`src/rtl/tag_array_sa.sv`:
```
// Set-associative tag array with true-LRU ages, fill/victim, dirty/invalidate ops and sequenced flush.
// One request per cycle, response one cycle after acceptance; requests refused while flushing or on flush_start.
module tag_array_sa #(
  parameter int  INDEX_LEN = 4,
  parameter int  TAG_LEN   = 8,
  parameter int  NUM_WAYS  = 2,
  localparam int NUM_SETS  = 2**INDEX_LEN,
  localparam int WAY_W     = (NUM_WAYS > 1) ? $clog2(NUM_WAYS) : 1
) (
  input  logic                 clk,
  input  logic                 resetn,
  input  logic                 req_valid,
  output logic                 req_ready,
  input  logic [1:0]           req_op,
  input  logic [INDEX_LEN-1:0] req_index,
  input  logic [TAG_LEN-1:0]   req_tag,
  output logic                 resp_valid,
  output logic                 resp_hit,
  output logic [WAY_W-1:0]     resp_way,
  output logic                 resp_dirty,
  output logic                 resp_evict,
  output logic [TAG_LEN-1:0]   resp_evict_tag,
  input  logic                 flush_start,
  output logic                 flush_busy
);

  localparam logic [1:0] OP_LOOKUP = 2'b00;
  localparam logic [1:0] OP_FILL   = 2'b01;
  localparam logic [1:0] OP_MARK   = 2'b10;
  localparam logic [1:0] OP_INV    = 2'b11;

  typedef enum logic {IDLE, FLUSH} state_t;

  state_t               state_q;
  logic [INDEX_LEN-1:0] flush_cnt_q;

  logic [TAG_LEN-1:0]  tag_q   [NUM_SETS][NUM_WAYS];
  logic [NUM_WAYS-1:0] valid_q [NUM_SETS];
  logic [NUM_WAYS-1:0] dirty_q [NUM_SETS];
  logic [WAY_W-1:0]    age_q   [NUM_SETS][NUM_WAYS];

  logic             accept;
  logic             hit;
  logic [WAY_W-1:0] hit_way;
  logic             inv_found;
  logic [WAY_W-1:0] inv_way;
  logic [WAY_W-1:0] lru_way;
  logic [WAY_W-1:0] victim;
  logic [WAY_W-1:0] tgt_way;
  logic [WAY_W-1:0] touch_age;
  logic             do_touch;
  logic             evict;

  assign req_ready = (state_q == IDLE) && !flush_start;
  assign accept    = req_valid && req_ready;

  // Victim: lowest invalid way first, otherwise the way holding the oldest age.
  always_comb begin
    hit       = 1'b0;
    hit_way   = '0;
    inv_found = 1'b0;
    inv_way   = '0;
    lru_way   = '0;
    for (int w = 0; w < NUM_WAYS; w++) begin
      if (valid_q[req_index][w] && (tag_q[req_index][w] == req_tag)) begin
        hit     = 1'b1;
        hit_way = WAY_W'(w);
      end
      if (!valid_q[req_index][w] && !inv_found) begin
        inv_found = 1'b1;
        inv_way   = WAY_W'(w);
      end
      if (age_q[req_index][w] == WAY_W'(NUM_WAYS - 1))
        lru_way = WAY_W'(w);
    end
    victim    = inv_found ? inv_way : lru_way;
    tgt_way   = hit ? hit_way : victim;
    touch_age = age_q[req_index][tgt_way];
    do_touch  = accept && ((req_op == OP_FILL) ||
                           (hit && ((req_op == OP_LOOKUP) || (req_op == OP_MARK))));
    evict     = (req_op == OP_FILL) && !hit &&
                valid_q[req_index][victim] && dirty_q[req_index][victim];
  end

  always_ff @(posedge clk or negedge resetn) begin
    if (!resetn) begin
      state_q     <= IDLE;
      flush_cnt_q <= '0;
      flush_busy  <= 1'b0;
    end else begin
      case (state_q)
        IDLE: if (flush_start) begin
          state_q     <= FLUSH;
          flush_cnt_q <= '0;
          flush_busy  <= 1'b1;
        end
        FLUSH: if (flush_cnt_q == INDEX_LEN'(NUM_SETS - 1)) begin
          state_q    <= IDLE;
          flush_busy <= 1'b0;
        end else begin
          flush_cnt_q <= flush_cnt_q + 1'b1;
        end
        default: state_q <= IDLE;
      endcase
    end
  end

  always_ff @(posedge clk or negedge resetn) begin
    if (!resetn) begin
      for (int s = 0; s < NUM_SETS; s++) begin
        valid_q[s] <= '0;
        dirty_q[s] <= '0;
        for (int w = 0; w < NUM_WAYS; w++)
          age_q[s][w] <= WAY_W'(w);
      end
    end else if (state_q == FLUSH) begin
      valid_q[flush_cnt_q] <= '0;
      dirty_q[flush_cnt_q] <= '0;
      for (int w = 0; w < NUM_WAYS; w++)
        age_q[flush_cnt_q][w] <= WAY_W'(w);
    end else if (accept) begin
      case (req_op)
        OP_FILL: begin
          valid_q[req_index][tgt_way] <= 1'b1;
          dirty_q[req_index][tgt_way] <= 1'b0;
        end
        OP_MARK: if (hit) dirty_q[req_index][hit_way] <= 1'b1;
        OP_INV: if (hit) begin
          valid_q[req_index][hit_way] <= 1'b0;
          dirty_q[req_index][hit_way] <= 1'b0;
        end
        default: ;
      endcase
      if (do_touch) begin
        for (int w = 0; w < NUM_WAYS; w++) begin
          if (WAY_W'(w) == tgt_way)
            age_q[req_index][w] <= '0;
          else if (age_q[req_index][w] < touch_age)
            age_q[req_index][w] <= age_q[req_index][w] + 1'b1;
        end
      end
    end
  end

  // Tag contents need no reset; valid bits gate every use.
  always_ff @(posedge clk) begin
    if (accept && (req_op == OP_FILL) && !hit)
      tag_q[req_index][victim] <= req_tag;
  end

  always_ff @(posedge clk or negedge resetn) begin
    if (!resetn) begin
      resp_valid     <= 1'b0;
      resp_hit       <= 1'b0;
      resp_way       <= '0;
      resp_dirty     <= 1'b0;
      resp_evict     <= 1'b0;
      resp_evict_tag <= '0;
    end else begin
      resp_valid <= accept;
      if (accept) begin
        resp_hit       <= hit;
        resp_way       <= hit ? hit_way : ((req_op == OP_FILL) ? victim : '0);
        resp_dirty     <= hit && dirty_q[req_index][hit_way];
        resp_evict     <= evict;
        resp_evict_tag <= evict ? tag_q[req_index][victim] : '0;
      end
    end
  end

endmodule

```
`config.mk`:
```
export PLATFORM = sky130hd
export DESIGN_NAME = tag_array_sa
export DESIGN_NICKNAME = d
export VERILOG_FILES = /design/src/rtl/tag_array_sa.sv
export SDC_FILE = /design/constraint.sdc
export NUM_CORES = 1
export LEC_CHECK = 0
export CORE_MARGIN = 2
export CORE_UTILIZATION = 55
export CTS_CLUSTER_DIAMETER = 50
export CTS_CLUSTER_SIZE = 25
export DETAILED_ROUTE_END_ITERATION = 7
export GPL_ROUTABILITY_DRIVEN = 0
export HOLD_SLACK_MARGIN = 0.05
export PLACE_DENSITY = 0.72
export SLEW_MARGIN = 25
export SYNTH_ARGS = -nofsm -noshare
export SYNTH_HDL_FRONTEND = slang
export SYNTH_SLANG_ARGS = --single-unit
export TNS_END_PERCENT = 50
```
`constraint.sdc`:
```
create_clock -name clk -period 9.8 [get_ports clk]
set_clock_uncertainty 0.2 [all_clocks]
set_input_delay 1.47 -clock clk [delete_from_list [all_inputs] [get_ports clk]]
set_output_delay 1.47 -clock clk [all_outputs]
set_load 0.05 [all_outputs]
```
==> qor.txt <==
Routed length per placed instance: 30.19 um
EDFF count, synth: 256
Synthesized net count: 1356
Fraction of layout cells with a size suffix above 1: 16.89%
Synth top area cells: edfxtp_1, dfrtp_1, mux4_2, mux2i_1, dfstp_2
Mapped Avg Cell Area: 13.61 sq um
Slew margin rel.: 29.25%
Hpwl dp: 34.84 mm
Ys Warns: 0
Sequential area share after synthesis: 58.32%
Hold Path Class: flop to flop
Mapped cell area: 18150 sq um
Nets: 1359
Die width: 185.7 um
Cts hold-fix bufs: 0
Die Ht: 185.7 um
Synth async-reset ratio: 31.00%
Hold violation total from the final report: 0
Slowest CP cell: nor2_1
# IOs: 33
Tmin final: 6.984 ns
Worst Path Required: 9.77 ns
Post-layout util: 60.92%
Yosys top cell area share: 42.35%
Count leader, synth: edfxtp_1
Max incr delay on CP: 0.88 ns
Gr ovfl total: 0
Initial antenna violation count: 1
Max Freq: 143.2 MHz
Vias per inst: 7.064
Slew Viols, Final: 0
Clock transition at path regs: 0.07 ns
Worst vdd ir: 0.0001709 V
Total wire length: 54.47 mm
CTS tree: built
CP Capture Type: flop
Post-CTS resize count: 0
Buf/Inv on CP: 3
CP Cell Sequence: buf_4 > buf_4 > buf_4 > or2b_1 > o22ai_1 > a221oi_1 > mux2_2 > o2111ai_1 > nor3_1 > nor2_2 > nand3_1 > nor2_1
Post-Syn Instances: 1334
Commonest cells in the netlist: edfxtp_1, nand2_1, dfrtp_1
Vias after detailed routing: 12.74k
Clock Tree Buf Depth: 3
First-pass GRT wire length: 81.28 mm
Post-route clock period utilization: 71.26%
Routed Antenna Nets: 0
Cell taking the most area after synthesis: edfxtp_1
Main flop type after synthesis: edfxtp_1
Max-cap violation count: 0
Worst path arrival time: 6.95 ns
Post-route DRC: 0
Vias in the first global route: 12.46k
Setup violations, final: 0
Cell Rows: 66
Initial DRC count: 1908
Crit Path Class: input pin to flop
Post-CTS setup buffers: 0
Synthesis-to-finish area growth: 9.210%
Synthesis-stage register bit count: 371
Largest net degree at the start of global routing: 73
Total CTS buffers: 36
Design Power: 0.004203 W
Starting density of the core: 55.78%
Clock Tree Root: clkbuf_16
Clk sinks: 371
Leakage: 7.043 nW
Most frequent CP cell: buf_4
Synth unique cells: 86
Pwr dens: 212.1 nW/um^2
Outcome: complete, no violations
RSZ-0062 raised after global routing: false
GRT Util Overall: 32.59%
Antenna Cells: 0
I/O Buffers: 32
TritonRoute pass-1 iters: 6
Sum of negative setup slack: 0 ns
Worst Max-Slew Pin Slew: 1.057 ns
Core Region: 32540 sq um
Cell family with most CP delay: simple AND/OR/NAND/NOR gates
Crit-path max FO: 50
Worst-skew pair later-pin latency: 0.54 ns
Startpoint type of the worst setup path: input pin
H-tree levels: 2
Die footprint: 34470 sq um
layout by cell type, fill, tap and decap left out, types with 36 or more instances in the layout:
master,netlist,final
edfxtp_1,256,256
nand2_1,107,107
dfrtp_1,99,98
nor2_1,92,91
mux4_2,73,73
o21ai_0,73,73
mux2i_1,59,59
a21oi_1,49,49
clkbuf_16,0,37
a31oi_1,36,36
cell families after synthesis:
logic type      share of synthesized area (%)
compound gates                          14.06
xor+xnor                               0.8686
fa+ha+maj                              0.2758
buf+inv                                 4.129
flops                                   58.32
mux                                     15.08
simple gates                            7.259
flip-flops by register name, indices dropped and copies added (netlist names), 4 cells and up:
signal	flops
age_q	32
valid_q	32
dirty_q	32
tag_q	256
flush_cnt_q	4
resp_evict_tag	8
power breakdown:
group	leakage (nW)	switching (W)	internal, W
Clock	0.579	0.000666	0.000749
Sequential	3.81	0.0000802	0.00176
Combinational	2.65	0.000630	0.000314
Total	7.04	0.00138	0.00283
metrics by stage:
stage	instances	worst slack, ns	area [sq um]	hold WS (ns)
floorplan	1334	4.913	18150	0.2550
global placement	1740	2.512	18600	0.2639
detailed placement	1740	2.330	18600	0.2684
CTS	1803	2.867	19770	0.2867
global route	1804	2.446	19820	0.3124
finish	1804	2.816	19820	0.2824
final timing paths:
kind                              startpoint           to  slack, ns  depth (start not counted)
min in group asynchronous             resetn   flush_busy       0.74                          1
worst min register to register    resp_evict   resp_evict       0.28                          2
worst max register to register    valid_q[5]  tag_q[1][6]       4.95                          9
max in group asynchronous             resetn   resp_evict       7.56                          3
worst min-delay path              resp_evict   resp_evict       0.28                          2
worst max-delay path            req_index[0]  tag_q[1][6]       2.82                         12
final cells by class:
type,count,area (sq um)
Fill cell,2472,12710
Sequential cell,371,10590
Multi-Input combinational cell,832,6835
Clock buffer,37,925.9
Tap cell,442,553.0
Timing Repair Buffer,62,543.0
Clock inverter,26,250.2
Inverter,34,127.6
layer usage:
layer,vias to the layer above,global-route usage (%),share of wire [%]
met4,2,17.89,6.4
li1,5283,-,-
met2,946,49.37,45
met1,6279,43.00,37
met3,233,8.902,12
met5,-,0,0.024
worst reg2reg max path: stages, from the launching register on:
cell and delay, ns:
dfrtp_1 0.47, mux4_2 0.47, mux4_2 0.53, nand4_1 0.20, nand4b_1 0.20, a21oi_2 0.04
buf_4 0.27, nor2_2 0.41, nand3_1 0.81, nor2_1 0.89
No activity file was read; power rests on OpenSTA's default activity.
